[src/rtl/lpc_stream_framer_pkg.sv]
// Shared types and helpers for the LPC stream framer: framer state encoding,
// default header tag and the occupancy-counter width rule.
package lpc_stream_framer_pkg;

    typedef enum logic [1:0] {
        IDLE  = 2'd0,
        HDR   = 2'd1,
        BURST = 2'd2,
        GAP   = 2'd3
    } state_t;

    localparam logic [7:0] DEFAULT_HDR_TAG = 8'hA5;

    // Occupancy must represent 0..depth inclusive.
    function automatic int level_width(input int depth);
        return $clog2(depth) + 1;
    endfunction

endpackage

[src/rtl/lpc_stream_framer_if.sv]
// Sample-in / write-master-out stream bundle; master drives samples,
// slave (the framer) drives the write-master stream.
interface lpc_stream_framer_if #(
    parameter int DATA_W = 16
);
    logic [DATA_W-1:0] src_data;
    logic              src_valid;
    logic [DATA_W-1:0] wr_d_in;
    logic              wr_v;

    modport master (output src_data, output src_valid, input wr_d_in, input wr_v);
    modport slave  (input src_data, input src_valid, output wr_d_in, output wr_v);
endinterface

[src/rtl/lpc_stream_framer_fifo.sv]
// Synchronous FIFO; rd_data presents the head word, which the framer captures
// into its output register on the pop cycle, giving one-cycle pop-to-output.
module lpc_stream_framer_fifo
    import lpc_stream_framer_pkg::*;
#(
    parameter  int DATA_W = 16,
    parameter  int DEPTH  = 64,
    localparam int ADDR_W = $clog2(DEPTH),
    localparam int LVL_W  = level_width(DEPTH)
) (
    input  logic              clk,
    input  logic              rst,
    input  logic              push,
    input  logic              pop,
    input  logic [DATA_W-1:0] wr_data,
    output logic [DATA_W-1:0] rd_data,
    output logic [LVL_W-1:0]  level,
    output logic              full,
    output logic              empty
);

    logic [DATA_W-1:0] mem_r [DEPTH];
    logic [ADDR_W-1:0] wr_ptr_r;
    logic [ADDR_W-1:0] rd_ptr_r;
    logic [LVL_W-1:0]  level_r;

    // Pointer and occupancy tracking; pointers wrap naturally at DEPTH.
    always_ff @(posedge clk or posedge rst) begin
        if (rst) begin
            wr_ptr_r <= ADDR_W'(0);
            rd_ptr_r <= ADDR_W'(0);
            level_r  <= LVL_W'(0);
        end else begin
            if (push) wr_ptr_r <= wr_ptr_r + ADDR_W'(1);
            if (pop)  rd_ptr_r <= rd_ptr_r + ADDR_W'(1);
            case ({push, pop})
                2'b10:   level_r <= level_r + LVL_W'(1);
                2'b01:   level_r <= level_r - LVL_W'(1);
                default: level_r <= level_r;
            endcase
        end
    end

    // Storage array; contents are don't-care after reset since pointers clear.
    always_ff @(posedge clk) begin
        if (push) mem_r[wr_ptr_r] <= wr_data;
    end

    assign rd_data = mem_r[rd_ptr_r];
    assign level   = level_r;
    assign full    = (level_r == LVL_W'(DEPTH));
    assign empty   = (level_r == LVL_W'(0));

endmodule

[src/rtl/lpc_stream_framer.sv]
// Buffers a free-running sample stream and emits header-tagged fixed-length
// bursts to the DDR3 write-master stream port once calibration is done.
module lpc_stream_framer
    import lpc_stream_framer_pkg::*;
#(
    parameter  int         DATA_W     = 16,
    parameter  int         FIFO_DEPTH = 64,
    parameter  int         BURST_LEN  = 16,
    parameter  int         GAP_CYCLES = 2,
    parameter  logic [7:0] HDR_TAG    = DEFAULT_HDR_TAG,
    localparam int         LVL_W      = level_width(FIFO_DEPTH)
) (
    input  logic                clk_clk,
    input  logic                reset_reset,
    input  logic                enable,
    input  logic                init_done,
    lpc_stream_framer_if.slave  bus,
    output logic [LVL_W-1:0]    fifo_level,
    output logic [15:0]         overflow_cnt,
    output logic [15:0]         burst_cnt
);

    localparam int BEAT_W = $clog2(BURST_LEN + 1);
    localparam int GAP_W  = $clog2(GAP_CYCLES + 1);

    state_t            state_r, state_nxt_s;
    logic [BEAT_W-1:0] beat_r;
    logic [GAP_W-1:0]  gap_r;
    logic [7:0]        seq_r;
    logic [15:0]       overflow_r, burst_r;
    logic [DATA_W-1:0] wr_d_in_r, head_s, hdr_word_s;
    logic              wr_v_r;
    logic              capture_s, push_s, drop_s, pop_s, full_s, empty_s, last_beat_s;

    assign capture_s   = bus.src_valid & enable & init_done;
    assign push_s      = capture_s & (~full_s | pop_s);
    assign drop_s      = capture_s & full_s & ~pop_s;
    assign last_beat_s = (state_r == BURST) && (beat_r == BEAT_W'(BURST_LEN - 1));
    assign hdr_word_s  = DATA_W'({HDR_TAG, seq_r});

    lpc_stream_framer_fifo #(.DATA_W(DATA_W), .DEPTH(FIFO_DEPTH)) u_fifo (
        .clk     (clk_clk),
        .rst     (reset_reset),
        .push    (push_s),
        .pop     (pop_s),
        .wr_data (bus.src_data),
        .rd_data (head_s),
        .level   (fifo_level),
        .full    (full_s),
        .empty   (empty_s)
    );

    // State register.
    always_ff @(posedge clk_clk or posedge reset_reset) begin
        if (reset_reset) state_r <= IDLE;
        else             state_r <= state_nxt_s;
    end

    // Next-state and pop decode; gating only blocks burst start, never truncates.
    always_comb begin
        state_nxt_s = state_r;
        pop_s       = 1'b0;
        case (state_r)
            IDLE: begin
                if (enable && init_done && (fifo_level >= LVL_W'(BURST_LEN))) state_nxt_s = HDR;
                else                                                          state_nxt_s = IDLE;
            end
            HDR:  state_nxt_s = BURST;
            BURST: begin
                pop_s = ~empty_s;
                if (last_beat_s) state_nxt_s = GAP;
                else             state_nxt_s = BURST;
            end
            GAP: begin
                if (gap_r == GAP_W'(GAP_CYCLES - 1)) state_nxt_s = IDLE;
                else                                 state_nxt_s = GAP;
            end
            default: state_nxt_s = IDLE;
        endcase
    end

    // Beat and gap counters, cleared whenever their state is left.
    always_ff @(posedge clk_clk or posedge reset_reset) begin
        if (reset_reset) begin
            beat_r <= BEAT_W'(0);
            gap_r  <= GAP_W'(0);
        end else begin
            beat_r <= ((state_r == BURST) && !last_beat_s) ? beat_r + BEAT_W'(1) : BEAT_W'(0);
            gap_r  <= (state_r == GAP) ? gap_r + GAP_W'(1) : GAP_W'(0);
        end
    end

    // Output stream registers: header in HDR, popped head word in BURST.
    always_ff @(posedge clk_clk or posedge reset_reset) begin
        if (reset_reset) begin
            wr_v_r    <= 1'b0;
            wr_d_in_r <= DATA_W'(0);
        end else begin
            wr_v_r <= (state_r == HDR) || (state_r == BURST);
            case (state_r)
                HDR:     wr_d_in_r <= hdr_word_s;
                BURST:   wr_d_in_r <= head_s;
                default: wr_d_in_r <= DATA_W'(0);
            endcase
        end
    end

    // Sequence tag, completed-burst and saturating drop counters.
    always_ff @(posedge clk_clk or posedge reset_reset) begin
        if (reset_reset) begin
            seq_r      <= 8'd0;
            burst_r    <= 16'd0;
            overflow_r <= 16'd0;
        end else begin
            if (last_beat_s) begin
                seq_r   <= seq_r + 8'd1;
                burst_r <= burst_r + 16'd1;
            end
            if (drop_s && (overflow_r != 16'hFFFF)) overflow_r <= overflow_r + 16'd1;
        end
    end

    assign bus.wr_v     = wr_v_r;
    assign bus.wr_d_in  = wr_d_in_r;
    assign overflow_cnt = overflow_r;
    assign burst_cnt    = burst_r;

endmodule
[src/flat_wrapper.sv]
// flat-port wrapper written by rule: the top's interface ports become plain ports
module lpc_stream_framer_flat import lpc_stream_framer_pkg::*;
#(
    parameter  int         DATA_W     = 16,
    parameter  int         FIFO_DEPTH = 64,
    parameter  int         BURST_LEN  = 16,
    parameter  int         GAP_CYCLES = 2,
    parameter  logic [7:0] HDR_TAG    = DEFAULT_HDR_TAG,
    localparam int         LVL_W      = level_width(FIFO_DEPTH)
)
  (clk_clk, reset_reset, enable, init_done, fifo_level, overflow_cnt, burst_cnt, bus_src_data, bus_src_valid, bus_wr_d_in, bus_wr_v);
  lpc_stream_framer_if #(.DATA_W(DATA_W)) bus_i ();
  input  logic clk_clk;
  input  logic reset_reset;
  input  logic enable;
  input  logic init_done;
  output logic [LVL_W-1:0] fifo_level;
  output logic [15:0] overflow_cnt;
  output logic [15:0] burst_cnt;
  input wire logic [$bits(bus_i.src_data)-1:0] bus_src_data;
  input wire logic [$bits(bus_i.src_valid)-1:0] bus_src_valid;
  output wire logic [$bits(bus_i.wr_d_in)-1:0] bus_wr_d_in;
  output wire logic [$bits(bus_i.wr_v)-1:0] bus_wr_v;
  assign bus_i.src_data = bus_src_data;
  assign bus_i.src_valid = bus_src_valid;
  assign bus_wr_d_in = bus_i.wr_d_in;
  assign bus_wr_v = bus_i.wr_v;
  lpc_stream_framer #(.DATA_W(DATA_W), .FIFO_DEPTH(FIFO_DEPTH), .BURST_LEN(BURST_LEN), .GAP_CYCLES(GAP_CYCLES), .HDR_TAG(HDR_TAG)) u_core (.clk_clk(clk_clk), .reset_reset(reset_reset), .enable(enable), .init_done(init_done), .bus(bus_i), .fifo_level(fifo_level), .overflow_cnt(overflow_cnt), .burst_cnt(burst_cnt));
endmodule
[config.mk]
export PLATFORM = sky130hd
export DESIGN_NAME = lpc_stream_framer_flat
export DESIGN_NICKNAME = d
export VERILOG_FILES = /design/src/rtl/lpc_stream_framer_pkg.sv /design/src/rtl/lpc_stream_framer_if.sv /design/src/rtl/lpc_stream_framer_fifo.sv /design/src/rtl/lpc_stream_framer.sv /design/src/flat_wrapper.sv
export SDC_FILE = /design/constraint.sdc
export NUM_CORES = 1
export LEC_CHECK = 0
export BUFFER_PORTS_ARGS = -buffer_cell sky130_fd_sc_hd__clkbuf_2
export CAP_MARGIN = 20
export CORE_MARGIN = 2
export CORE_UTILIZATION = 55
export DETAILED_ROUTE_END_ITERATION = 8
export GPL_TIMING_DRIVEN = 1
export PLACE_DENSITY_LB_ADDON = 0.2
export SYNTH_ARGS = -nofsm -noshare
export SYNTH_HDL_FRONTEND = slang
export SYNTH_SLANG_ARGS = --single-unit
[constraint.sdc]
create_clock -name clk_clk -period 2.85 [get_ports clk_clk]
set_clock_uncertainty 0.2 [all_clocks]
set_input_delay 0 -clock clk_clk [delete_from_list [all_inputs] [get_ports clk_clk]]
set_output_delay 0 -clock clk_clk [all_outputs]
set_load 0.01 [all_outputs]
==> metrics.txt <==
outcome finished, violations left; violated checks setup timing; number of enable flip-flop cells after synthesis 1024; antenna-violating nets left 0; Syn-to-layout area delta 18.0%; # rows 102; hold_sp bus_src_data[9]; Worst path most repeated cell buf_12; mux share of post-synthesis cell area 14.6%; worst-case vdd ir drop 0.000620 V; vias in the first global route 22.9k; Crit Path Max Fanout 27; cell family with most CP delay multiplexers; synth warn 0; share of layout cells above drive strength 1 30.1%; DRT Wirelength 111000 um; drt drc 0; CTS tree done; Core Area 77600 um^2; GR Util met3 5.24%; post-DP HPWL 69700 um; Max-slew headroom 22.7%; Initial Util 55.6%; R2R Path Start u_core.u_fifo.rd_ptr_r[0]$_DFFE_PP0P_; commonest non-fill, non-tap cell in the layout edfxtp_1; FF/Latch Area 32900 um^2; gr usage total 28.0%; max_cap viols 0; commonest non-fill, non-tap cells in the layout edfxtp_1 (1024), mux4_2 (220), buf_4 (161); largest family of logic cells by synthesized area multiplexers; WP data required 3.20 ns; Port Buffers 76; Hold Vio Cnt, Final 0; Hold EP u_core.u_fifo.mem_r[62][9]$_DFFE_PP_; adder-cell area share of the yosys netlist 0.377%; Reg2Reg Capture Point u_core.bus.wr_d_in[10]$_DFF_PP0_; Clk Latency, worst-skew pair 0.67 ns; Synth Area per Inst 20.6 um^2; DR WL/cell 31.1 um; CTS root buf clkbuf_16; pin count of the biggest net entering global routing 65; RSZ-0062 raised after global routing yes; hold path depth 1; DR vias 22.9k; GPL Wtd Cong 0.944; Mapped Cells 2098; critical-path cell list buf_12 -> buf_12 -> mux4_2 -> mux2i_1 -> o21ai_0 -> a211o_1; #FFs+latches synth 1109; post-synthesis simple-gate area fraction 2.92%; DR iter-0 viols 2961; Die ar. 80700 um^2; Fmax 349 MHz; die height 284 um; reg2reg setup slack -0.01 ns; # H-tree levels 3; max incr delay on CP 0.55 ns; via/cell ratio 6.40; initial antenna violation count 6; Power, Total 46.2 mW; register area share after synthesis 76.2%; met1 Use GR 41.3%; clock period minus final worst setup slack 2.86 ns; final setup TNS -0.0140 ns; slack of the critical path -0.0140 ns; synthesized net count 2132; first-pass GRT wire length 162000 um; area of the multi-input gates 9720 um^2; slowest cell on the critical path mux4_2; Min Hold Slack 0.100 ns; mapped cell area 43100 um^2; post-synthesis cell type count 59; CTS buffer count 109; P per Cell Area 908 nW/um^2; Lkg Pwr 17.2 nW; type of element launching the critical path flip-flop; class of the worst hold path primary input to flip-flop; Buf+Inv Stages, Crit Path 2; I/O pin count 77; final period utilization 100%; Reg2Reg Depth 6; crit path kind flip-flop to flip-flop; ys flop type edfxtp_1; Crit. End Element flip-flop; fillcell total 5070; Global Route met2 Usage 43.5%; xor-xnor portion of the synthesized cell area 1.12%; Clock transition at path regs 0.06 ns; Max Buffers Root-to-Sink 3; Layout Nets 2482; fin. max-slew vios 0; Die W 284 um; Tightest Pin Transition 1.16 ns; asr flop ratio synth 7.66%; GRT overflow 0; clock sink count 1109; arrival time worst endpoint 3.21 ns; First-pass DRT Iterations 6; GR peak layer met2; Setup-failing EPs final 1; Compound-Gate Fraction of Synth Area 3.25%
[worst max path at each step]
stage	start	to	slack, ns	depth (start not counted)
2_1_floorplan	u_core.state_r[0]$_DFF_PP0_	u_core.u_fifo.mem_r[59][0]$_DFFE_PP_	-0.13	7
3_3_place_gp	u_core.u_fifo.rd_ptr_r[0]$_DFFE_PP0P_	u_core.bus.wr_d_in[9]$_DFF_PP0_	-0.24	6
3_5_place_dp	u_core.u_fifo.rd_ptr_r[0]$_DFFE_PP0P_	u_core.bus.wr_d_in[9]$_DFF_PP0_	-0.20	6
4_1_cts	u_core.state_r[0]$_DFF_PP0_	u_core.u_fifo.mem_r[9][3]$_DFFE_PP_	-0.06	9
5_1_grt	u_core.state_r[0]$_DFF_PP0_	u_core.u_fifo.mem_r[62][12]$_DFFE_PP_	-0.02	9
6_report	u_core.u_fifo.rd_ptr_r[0]$_DFFE_PP0P_	u_core.bus.wr_d_in[10]$_DFF_PP0_	-0.01	6
[timing repair]
action	in CTS	in global routing
setup endpoints to repair	196	516
hold endpoints to repair	468	0
buffers inserted	2	4
pin swaps	0	1
hold buffers	19	0
resized for setup	10	17
cloned	0	0
[layer usage]
layer | wire length (um) | share of wire (%) | up-vias
li1 | - | - | 9379
met1 | 44800 | 40 | 12051
met2 | 52300 | 47 | 1244
met3 | 11000 | 9.9 | 186
met4 | 3010 | 2.7 | 6
met5 | 41 | 0.037 | -
[stage by stage]
| step | instance area, um^2 | utilization (%) | setup WS [ns] | instances |
|---|---|---|---|---|
| after floorplan | 43200 | - | -0.125 | 2098 |
| after global placement | 47100 | 60.7 | -0.239 | 3352 |
| after detailed placement | 47100 | 60.7 | -0.199 | 3352 |
| after CTS | 50800 | 65.5 | -0.0629 | 3569 |
| after global routing | 50900 | 65.6 | -0.0200 | 3574 |
| final | 50900 | 65.6 | -0.0140 | 3574 |
[synth_stat cells (3+ instances only)]
cell type     n  share of area, %
o211ai_1     10              0.17
and3_1       13              0.19
buf_1         5             0.044
mux2_2        9              0.24
nand4_1      18              0.26
xor2_1       17              0.35
clkbuf_1     27              0.24
and4_1        4             0.081
and2_1        5             0.073
ha_1         13              0.38
a31oi_1       5             0.073
a211o_1       5              0.10
nand3b_1      5             0.087
dfrtp_1      85               4.9
xnor2_1      38              0.77
o22ai_1       9              0.13
edfxtp_1   1024                71
buf_4        25              0.44
or2_2         3             0.044
o21a_1        5             0.087
mux4_2      220                11
nor2_1       90              0.78
nand2_1      57              0.50
a22o_1        4             0.081
a22oi_1      18              0.31
buf_6         9              0.24
a221oi_1      9              0.18
mux2i_1     125               2.9
o21ai_1       7             0.081
nand3_1      33              0.38
or3_1         3             0.044
nor2b_1      12              0.17
a221o_1       9              0.21
a21oi_1      38              0.44
a211oi_1      8              0.14
inv_1        10             0.087
o21ai_0      24              0.28
buf_2        38              0.44
o221ai_1     31              0.63
[registers in the layout, indices dropped and copies added (netlist names)]
name and count:
u_core.beat_r 5, u_core.burst_cnt 16, u_core.bus.wr_d_in 16, u_core.bus.wr_v 1
u_core.gap_r 2, u_core.overflow_cnt 16, u_core.seq_r 8, u_core.state_r 2
u_core.u_fifo.level 7, u_core.u_fifo.mem_r 1024, u_core.u_fifo.rd_ptr_r 6, u_core.u_fifo.wr_ptr_r 6
[cell type report]
| type | count | share of cell area, % |
|---|---|---|
| Sequential cell | 1109 | 64.6 |
| Multi-Input combinational cell | 875 | 19.1 |
| Timing Repair Buffer | 343 | 6.87 |
| Clock buffer | 142 | 5.80 |
| Tap cell | 1040 | 2.56 |
| Clock inverter | 54 | 0.981 |
| Inverter | 10 | 0.0787 |
| Antenna cell | 1 | 0.00492 |
[cell families after synthesis]
family          count (synthesis)
fa+ha+maj                      13
buf+inv                       114
xor+xnor                       55
simple gates                  257
compound gates                196
mux                           354
flops                        1109
[worst reg2reg max path, stage by stage, from the launching register on]
cell and delay [ns]:
dfrtp_4 0.53, buf_12 0.27, buf_12 0.29, mux4_2 0.56, mux2i_1 0.31, o21ai_0 0.27, a211o_1 0.31
[report_power, final]
part / internal (mW) / switching (mW) / total (mW)
Combinational: 6.23 / 7.38 / 13.6
Clock: 8.07 / 5.89 / 14.0
Sequential: 18.1 / 0.514 / 18.6
Total: 32.4 / 13.8 / 46.2
Power figures use the tool's default switching activity.
